$ cat src/rtl/decode_if.sv
// Handshake and operand bus between the decode stage, its upstream instruction source,
// the register-file read port and the downstream ALU.
interface decode_if #(
   parameter int XLEN    = 64,
   parameter int IMM_W   = 32,
   parameter int SHAMT_W = 6
);
   logic               in_valid;
   logic               in_ready;
   logic [31:0]        in_instr;
   logic [4:0]         rs1_addr;
   logic [4:0]         rs2_addr;
   logic [XLEN-1:0]    rs1_data;
   logic [XLEN-1:0]    rs2_data;
   logic               out_valid;
   logic               out_ready;
   logic [3:0]         alu_opcode;
   logic [XLEN-1:0]    value1;
   logic [XLEN-1:0]    value2;
   logic [IMM_W-1:0]   immediate;
   logic [SHAMT_W-1:0] shamt;
   logic [4:0]         rd;
   logic               illegal;

   modport slave (
      input  in_valid, in_instr, rs1_data, rs2_data, out_ready,
      output in_ready, rs1_addr, rs2_addr, out_valid, alu_opcode,
             value1, value2, immediate, shamt, rd, illegal
   );

   modport master (
      output in_valid, in_instr, rs1_data, rs2_data, out_ready,
      input  in_ready, rs1_addr, rs2_addr, out_valid, alu_opcode,
             value1, value2, immediate, shamt, rd, illegal
   );
endinterface

$ cat src/rtl/decode_stage.sv
// RV64 integer decode / operand-fetch stage feeding the ALU, with a 2-entry skid buffer
// (output register + skid register) so that in_ready can be registered.
module decode_stage #(
   parameter int XLEN    = 64,
   parameter int IMM_W   = 32,
   parameter int SHAMT_W = 6
) (
   input  logic    clk,
   input  logic    reset_n,
   decode_if.slave bus
);
   typedef enum logic [3:0] {
      OP_NOTHING = 4'd0,  OP_ADD = 4'd1, OP_SUB = 4'd2, OP_MUL = 4'd3, OP_DIV = 4'd4,
      OP_XOR = 4'd5, OP_AND = 4'd6, OP_OR = 4'd7, OP_REM = 4'd8, OP_NOT = 4'd9,
      OP_LOGLEFT = 4'd10, OP_LOGRIGHT = 4'd11, OP_ARTHRIGHT = 4'd12
   } alu_op_e;

   typedef struct packed {
      logic [3:0]         opcode;
      logic [XLEN-1:0]    v1;
      logic [XLEN-1:0]    v2;
      logic [IMM_W-1:0]   imm;
      logic [SHAMT_W-1:0] shamt;
      logic [4:0]         rd;
      logic               illegal;
   } bundle_t;

   logic [31:0] instr;
   logic [2:0]  funct3;
   logic [6:0]  funct7;
   alu_op_e     op_sel;
   logic        is_r, is_i, is_s;
   logic [XLEN-1:0] src1, src2;
   bundle_t     dec;

   bundle_t out_q, out_d, skid_q, skid_d;
   logic    out_valid_q, out_valid_d, skid_full_q, skid_full_d, in_ready_q;
   logic    accept, drain;

   assign instr         = bus.in_instr;
   assign funct3        = instr[14:12];
   assign funct7        = instr[31:25];
   assign bus.rs1_addr  = instr[19:15];
   assign bus.rs2_addr  = instr[24:20];
   assign src1          = (instr[19:15] == 5'd0) ? '0 : bus.rs1_data;
   assign src2          = (instr[24:20] == 5'd0) ? '0 : bus.rs2_data;

   always_comb begin
      op_sel = OP_NOTHING;
      is_r   = 1'b0;
      is_i   = 1'b0;
      is_s   = 1'b0;
      if (instr[6:0] == 7'h33) begin
         is_r = 1'b1;
         case ({funct7, funct3})
            {7'h00, 3'd0}: op_sel = OP_ADD;
            {7'h00, 3'd4}: op_sel = OP_XOR;
            {7'h00, 3'd6}: op_sel = OP_OR;
            {7'h00, 3'd7}: op_sel = OP_AND;
            {7'h00, 3'd1}: op_sel = OP_LOGLEFT;
            {7'h00, 3'd5}: op_sel = OP_LOGRIGHT;
            {7'h20, 3'd0}: op_sel = OP_SUB;
            {7'h20, 3'd5}: op_sel = OP_ARTHRIGHT;
            {7'h01, 3'd0}: op_sel = OP_MUL;
            {7'h01, 3'd4}: op_sel = OP_DIV;
            {7'h01, 3'd6}: op_sel = OP_REM;
            default:       op_sel = OP_NOTHING;
         endcase
      end else if (instr[6:0] == 7'h13) begin
         case (funct3)
            3'd0: begin op_sel = OP_ADD; is_i = 1'b1; end
            3'd4: begin op_sel = OP_XOR; is_i = 1'b1; end
            3'd6: begin op_sel = OP_OR;  is_i = 1'b1; end
            3'd7: begin op_sel = OP_AND; is_i = 1'b1; end
            3'd1: begin
               is_s = 1'b1;
               if (instr[31:26] == 6'h00) op_sel = OP_LOGLEFT;
            end
            3'd5: begin
               is_s = 1'b1;
               if (instr[31:26] == 6'h00)      op_sel = OP_LOGRIGHT;
               else if (instr[31:26] == 6'h10) op_sel = OP_ARTHRIGHT;
            end
            default: op_sel = OP_NOTHING;
         endcase
      end
   end

   // value2 stays 0 on immediate forms so the ALU's imm/shamt/value2 priority picks correctly.
   always_comb begin
      dec         = '0;
      dec.rd      = instr[11:7];
      dec.illegal = 1'b1;
      if (op_sel != OP_NOTHING) begin
         dec.illegal = 1'b0;
         dec.opcode  = op_sel;
         dec.v1      = src1;
         if (is_r) dec.v2    = src2;
         if (is_i) dec.imm   = {{(IMM_W-12){instr[31]}}, instr[31:20]};
         if (is_s) dec.shamt = instr[20 +: SHAMT_W];
      end
   end

   assign accept = bus.in_valid && in_ready_q;
   assign drain  = out_valid_q && bus.out_ready;

   // A full skid implies in_ready_q=0, so drain-with-skid never coincides with accept.
   always_comb begin
      out_d       = out_q;
      out_valid_d = out_valid_q;
      skid_d      = skid_q;
      skid_full_d = skid_full_q;
      if (drain && skid_full_q) begin
         out_d       = skid_q;
         skid_full_d = 1'b0;
      end else if (accept && (!out_valid_q || drain)) begin
         out_d       = dec;
         out_valid_d = 1'b1;
      end else if (accept) begin
         skid_d      = dec;
         skid_full_d = 1'b1;
      end else if (drain) begin
         out_valid_d = 1'b0;
      end
   end

   always_ff @(posedge clk or negedge reset_n) begin
      if (!reset_n) begin
         out_q       <= '0;
         skid_q      <= '0;
         out_valid_q <= 1'b0;
         skid_full_q <= 1'b0;
         in_ready_q  <= 1'b0;
      end else begin
         out_q       <= out_d;
         skid_q      <= skid_d;
         out_valid_q <= out_valid_d;
         skid_full_q <= skid_full_d;
         in_ready_q  <= !skid_full_d;
      end
   end

   assign bus.in_ready   = in_ready_q;
   assign bus.out_valid  = out_valid_q;
   assign bus.alu_opcode = out_q.opcode;
   assign bus.value1     = out_q.v1;
   assign bus.value2     = out_q.v2;
   assign bus.immediate  = out_q.imm;
   assign bus.shamt      = out_q.shamt;
   assign bus.rd         = out_q.rd;
   assign bus.illegal    = out_q.illegal;
endmodule

$ cat src/flat_wrapper.sv
// flat-port wrapper written by rule: the top's interface ports become plain ports
module decode_stage_flat 
#(
   parameter int XLEN    = 64,
   parameter int IMM_W   = 32,
   parameter int SHAMT_W = 6
)
  (clk, reset_n, bus_in_valid, bus_in_instr, bus_rs1_data, bus_rs2_data, bus_out_ready, bus_in_ready, bus_rs1_addr, bus_rs2_addr, bus_out_valid, bus_alu_opcode, bus_value1, bus_value2, bus_immediate, bus_shamt, bus_rd, bus_illegal);
  decode_if #(.XLEN(XLEN), .IMM_W(IMM_W), .SHAMT_W(SHAMT_W)) bus_i ();
  input  logic clk;
  input  logic reset_n;
  input wire logic [$bits(bus_i.in_valid)-1:0] bus_in_valid;
  input wire logic [$bits(bus_i.in_instr)-1:0] bus_in_instr;
  input wire logic [$bits(bus_i.rs1_data)-1:0] bus_rs1_data;
  input wire logic [$bits(bus_i.rs2_data)-1:0] bus_rs2_data;
  input wire logic [$bits(bus_i.out_ready)-1:0] bus_out_ready;
  output wire logic [$bits(bus_i.in_ready)-1:0] bus_in_ready;
  output wire logic [$bits(bus_i.rs1_addr)-1:0] bus_rs1_addr;
  output wire logic [$bits(bus_i.rs2_addr)-1:0] bus_rs2_addr;
  output wire logic [$bits(bus_i.out_valid)-1:0] bus_out_valid;
  output wire logic [$bits(bus_i.alu_opcode)-1:0] bus_alu_opcode;
  output wire logic [$bits(bus_i.value1)-1:0] bus_value1;
  output wire logic [$bits(bus_i.value2)-1:0] bus_value2;
  output wire logic [$bits(bus_i.immediate)-1:0] bus_immediate;
  output wire logic [$bits(bus_i.shamt)-1:0] bus_shamt;
  output wire logic [$bits(bus_i.rd)-1:0] bus_rd;
  output wire logic [$bits(bus_i.illegal)-1:0] bus_illegal;
  assign bus_i.in_valid = bus_in_valid;
  assign bus_i.in_instr = bus_in_instr;
  assign bus_i.rs1_data = bus_rs1_data;
  assign bus_i.rs2_data = bus_rs2_data;
  assign bus_i.out_ready = bus_out_ready;
  assign bus_in_ready = bus_i.in_ready;
  assign bus_rs1_addr = bus_i.rs1_addr;
  assign bus_rs2_addr = bus_i.rs2_addr;
  assign bus_out_valid = bus_i.out_valid;
  assign bus_alu_opcode = bus_i.alu_opcode;
  assign bus_value1 = bus_i.value1;
  assign bus_value2 = bus_i.value2;
  assign bus_immediate = bus_i.immediate;
  assign bus_shamt = bus_i.shamt;
  assign bus_rd = bus_i.rd;
  assign bus_illegal = bus_i.illegal;
  decode_stage #(.XLEN(XLEN), .IMM_W(IMM_W), .SHAMT_W(SHAMT_W)) u_core (.clk(clk), .reset_n(reset_n), .bus(bus_i));
endmodule
$ cat config.mk
export PLATFORM = sky130hd
export DESIGN_NAME = decode_stage_flat
export DESIGN_NICKNAME = d
export VERILOG_FILES = /design/src/rtl/decode_if.sv /design/src/rtl/decode_stage.sv /design/src/flat_wrapper.sv
export SDC_FILE = /design/constraint.sdc
export NUM_CORES = 1
export LEC_CHECK = 0
export ABC_CLOCK_PERIOD_IN_PS = 4900
export CAP_MARGIN = 20
export CORE_MARGIN = 4
export CORE_UTILIZATION = 52
export DETAILED_ROUTE_END_ITERATION = 6
export PLACE_DENSITY = 0.95
export SKIP_CTS_REPAIR_TIMING = 1
export SLEW_MARGIN = 20
export SYNTH_ARGS = -nofsm -noshare
export SYNTH_HDL_FRONTEND = slang
export SYNTH_SLANG_ARGS = --single-unit
$ cat constraint.sdc
create_clock -name clk -period 4.9 [get_ports clk]
set_clock_uncertainty 0.05 [all_clocks]
set_input_delay 0.98 -clock clk [delete_from_list [all_inputs] [get_ports clk]]
set_output_delay 0.98 -clock clk [all_outputs]
set_load 0.02 [all_outputs]
# == Yosys cells after proc, flatten, opt, wreduce, memory -nomap -nowiden ==
# Index checks and enable logic that the tools add are counted.
# classes
bitwise,2
reduce_logical,19
eq_ne,19
mux,29
# ops
op,count
two-way mux 176 bit,2
two-way mux 64 bit,3
two-way mux 170 bit,1
case mux 4 bit (11 select lines),1
"== test 10 x 3 -> 1 bit, second input constant",4
two-way mux 32 bit,1
"== test 10 x 4 -> 1 bit, second input constant",3
case mux 4 bit (6 select lines),1
"== test 10 x 9 -> 1 bit, second input constant",2
two-way mux 4 bit,5
two-way mux 1 bit,14
"== test 3 bit, second input constant",4
"== test 10 x 1 -> 1 bit, second input constant",1
zero test 10 bit,1
zero test 5 bit,2
"== test 7 x 5 -> 1 bit, second input constant",1
"== test 7 x 6 -> 1 bit, second input constant",1
"== test 6 x 5 -> 1 bit, second input constant",1
zero test 6 bit,1
two-way mux 6 bit,1
AND reduction 3 bit,2
logical AND 1 bit,4
nonzero test 2 bit,2
nonzero test 4 bit,1
8 further kinds,10
# totals
wordCells,86
register_bits,355

# == Logic depth before layout (Yosys ltp) ==
# logic_depth
word_depth,10
ltp_mapped,8

# == Worst setup path before layout ==
# OpenSTA, ideal clock, no wires.
# synth_path
kind,input -> register
from,input bus_in_instr[14]
to,register u_core.skid_q[111] (netlist name)
setup_slack_ps,1902
arrival_ps,2882
stages,7
required_ps,4785
setup_ps,65
cell_sequence,buf_2 or4_1 a211oi_2 o31ai_4 a211oi_4 buf_6 a22o_1
# synth_between
elab_chain_cells,6
# synth_lines
item,line,rtl
from (decl),flat_wrapper.sv:13,input wire logic [$bits(bus_i.in_instr)-1:0] bus_in_instr;
== test 3 bit (tied with other cells),decode_stage.sv:70,case (funct3)
case mux 4 bit (6 select lines),decode_stage.sv:70,
two-way mux 4 bit,decode_stage.sv:69,end else if (instr[6:0] == 7'h13) begin
two-way mux 4 bit *,decode_stage.sv:53,if (instr[6:0] == 7'h33) begin
nonzero test 4 bit *,decode_stage.sv:94,if (op_sel != OP_NOTHING) begin
two-way mux 170 bit *,decode_stage.sv:94,
to (signal assigned),decode_stage.sv:136,skid_q <= skid_d;
to (decl),decode_stage.sv:36,"bundle_t out_q, out_d, skid_q, skid_d;"
# Mark *: on every way between the ends. The rest lies on a longest branch, timed or not.
# A chain may end at the register's enable or synchronous reset.

# == Worst setup path after layout ==
# layout_path
from,input bus_in_instr[23]
to,output bus_rs2_addr[3]
# layout_rtl
item,line,rtl
to (decl),flat_wrapper.sv:19,output wire logic [$bits(bus_i.rs2_addr)-1:0] bus_rs2_addr;
# No word-level cell between the ends.

==> flow_summary.toml <==
[clock_network]
cts_inserted_buffers = 31
clk_latency_ps = 540
cts_tree = "built"
clockBufferDepth = 3
root_buffer = "clkbuf_16"
clk_pin_slew_ps = 60
cts_sinks = 315
htreeDepth = 1

[synth]
async_flop_share_pct = 100
yosys_warnings = 0
syn_area_per_cell_um2 = 12.9
yosys_most_used_dff = "dfrtp_1"
synth_cells = 1013
synth-edff-count = 0
netlist_top_cells_area = "dfrtp_1 60%, a22o_1 18%, a21o_1 7.4%"
ys_ff_latch = 315
yosys.area.top_type = "dfrtp_1"
netlist.area_leader.share_pct = 60.3
seq_area_frac_synth_pct = 60.3
synth.distinct_cells = 44
synth_area_mm2 = 0.0131
synth_fp_nets = 1177

[global_route]
grtUsageMet2_pct = 43.3
grt_busiest_layer = "met2"
grt.met3_usage_pct = 6.12
overflow = 0
grt_pass1_wl_mm = 61.0
grt_max_degree = 131
grt_use_total_pct = 26.5
met1_usage_pct = 35.9
grt_antenna_before_repair = 0
grt_pass1_vias = 10800

[cells_and_area]
finalNetCount = 1456
syn_to_final_growth_pct = 33.8
layout_common_cells = "350 x clkdlybuf4s50_1, 315 x dfrtp_1, 268 x a22o_1"
drive_gt1_share_pct = 5.64
diodes = 0
final_common_cell = "clkdlybuf4s50_1"

[timing]
setup_viol = 0
fmax_ghz = 0.297
tightest_slew_ps = 992
min_period_over_period_pct = 68.6
period_needed_ps = 3360
rsz0062_at_grt = "no"
finalSetupTns_ps = 0
final_max_slew_viol_count = 0
hold_ws_ps = 435
relSlewSlack_pct = 33.9
final_hold_viol_count = 0

[die]
fp.dieH_um = 167
row_count = 57
ioPinCount = 352
fp.dieW_um = 167
initial_core_util_pct = 53.3
coreArea_mm2 = 0.0245
die_area_mm2 = 0.0278

[route]
wl_per_cell_um = 23.5
wirelength_mm = 38.4
via_count = 10400
drc = 0
first_pass_iters = 7
first_iter_violations = 1270
postRouteAntennaNets = 0
viasPerCell = 6.35

[worst_hold_path]
hold_depth = 2
min_to = "u_core.skid_q[11]"
hp-start = "u_core.skid_q[11]"
hp-class = "flip-flop to flip-flop"

[setup_path]
critPathBufInv = 2
worstReg2RegStart = "u_core.skid_full_q"
required_ps = 3870
cp_cell_sequence = "clkdlybuf4s50_1 -> clkdlybuf4s50_1"
critPathMaxStageDelay_ps = 680
r2r-end = "u_core.bus.immediate[9]"
critPathKind = "input pin to primary output"
cp-end-kind = "primary output"
r2r_setup_slack_ps = 2580
worstSetupStartpointType = "input pin"
reg2reg_depth = 5
cp_common_cell = "clkdlybuf4s50_1"
crit_family = "buffers and inverters"
crit_fanout = 6
arrival_ps = 2330
crit_slowest_cell = "clkdlybuf4s50_1"

[placed_design]
io_buffers = 351
place_congestion = 0.851
hpwl_mm = 23.9

[power]
leakage_uw = 0.00897
power.density_mw_per_mm2 = 347
ir_worst_vdd_mv = 0.301

[run_status]
status = "finished, final reports clean"

[run]
maxCapViolations = 0
[synthesized netlist by cell type, types with 11 or more instances]
master,number
buf_6,25
dfrtp_1,315
a222oi_1,17
buf_4,30
nand2_1,36
inv_1,21
o21ai_0,24
a22o_1,268
nand3_1,17
a21o_1,129
a22oi_1,11
clkbuf_1,56
[final cells by class]
cell class                 instances  area (um^2)
tap                              324          405
sequential                       315         7880
clock inverter                    13          175
timing repair buffer             365         3720
fill                            1558         7040
clock buffer                      40          840
inverter                          21         78.8
multi-input combinational        558         4390
[registers in the layout, indices dropped and copies added, names as in the netlist]
register,cells
u_core.bus.immediate,12
u_core.bus.rd,5
u_core.skid_q,156
u_core.bus.value2,64
u_core.bus.shamt,6
u_core.bus.value1,64
u_core.bus.out_valid,1
u_core.skid_full_q,1
u_core.bus.in_ready,1
u_core.bus.alu_opcode,4
u_core.bus.illegal,1
[power by group]
group	switching, uW	internal [uW]
combinational	642	310
clock	976	1410
sequential	55.8	2680
total	1670	4400
[metal layers]
metal | vias to the layer above | part of all wire [%] | wire length, um
met3 | 92 | 8.6 | 3310
met1 | 5332 | 40 | 15200
met2 | 598 | 49 | 18700
met4 | 0 | 3.2 | 1220
li1 | 4369 | - | -
met5 | - | 0 | 0
[how the worst max path moves through the flow]
stage / startpoint / endpoint / slack (ps) / cells after the start
final: bus_in_instr[23] / bus_rs2_addr[3] / 1540 / 2
after detailed placement: bus_in_instr[25] / u_core.skid_q[84] / 1140 / 8
after global placement: bus_in_instr[25] / u_core.skid_q[83] / 1200 / 8
after CTS: bus_in_instr[23] / bus_rs2_addr[3] / 1540 / 2
after floorplan: bus_in_instr[14] / u_core.skid_q[111] / 1900 / 7
after global routing: bus_in_instr[25] / u_core.skid_q[126] / 1520 / 8
[stage by stage]
| stage | area, um^2 | util [%] | total power, uW | cells | setup slack [ps] |
|---|---|---|---|---|---|
| after global placement | 16500 | 67.2 | 3700 | 1583 | 1200 |
| final | 17500 | 71.3 | 6070 | 1636 | 1540 |
| after CTS | 17500 | 71.3 | 6100 | 1636 | 1540 |
| after global routing | 17500 | 71.3 | 6280 | 1636 | 1520 |
| after detailed placement | 16500 | 67.2 | 3720 | 1583 | 1140 |
| after floorplan | 13100 | - | 3240 | 1013 | 1900 |
[cell families (layout without fill, tap and decap cells)]
family | after synthesis | after routing | synth area share [%]
simple gates | 83 | 83 | 3.16
compound gates | 473 | 473 | 30.1
buf+inv | 140 | 439 | 6.34
flops | 315 | 315 | 60.3
xor+xnor | 2 | 2 | 0.134
No activity file was read; power rests on OpenSTA's default activity.
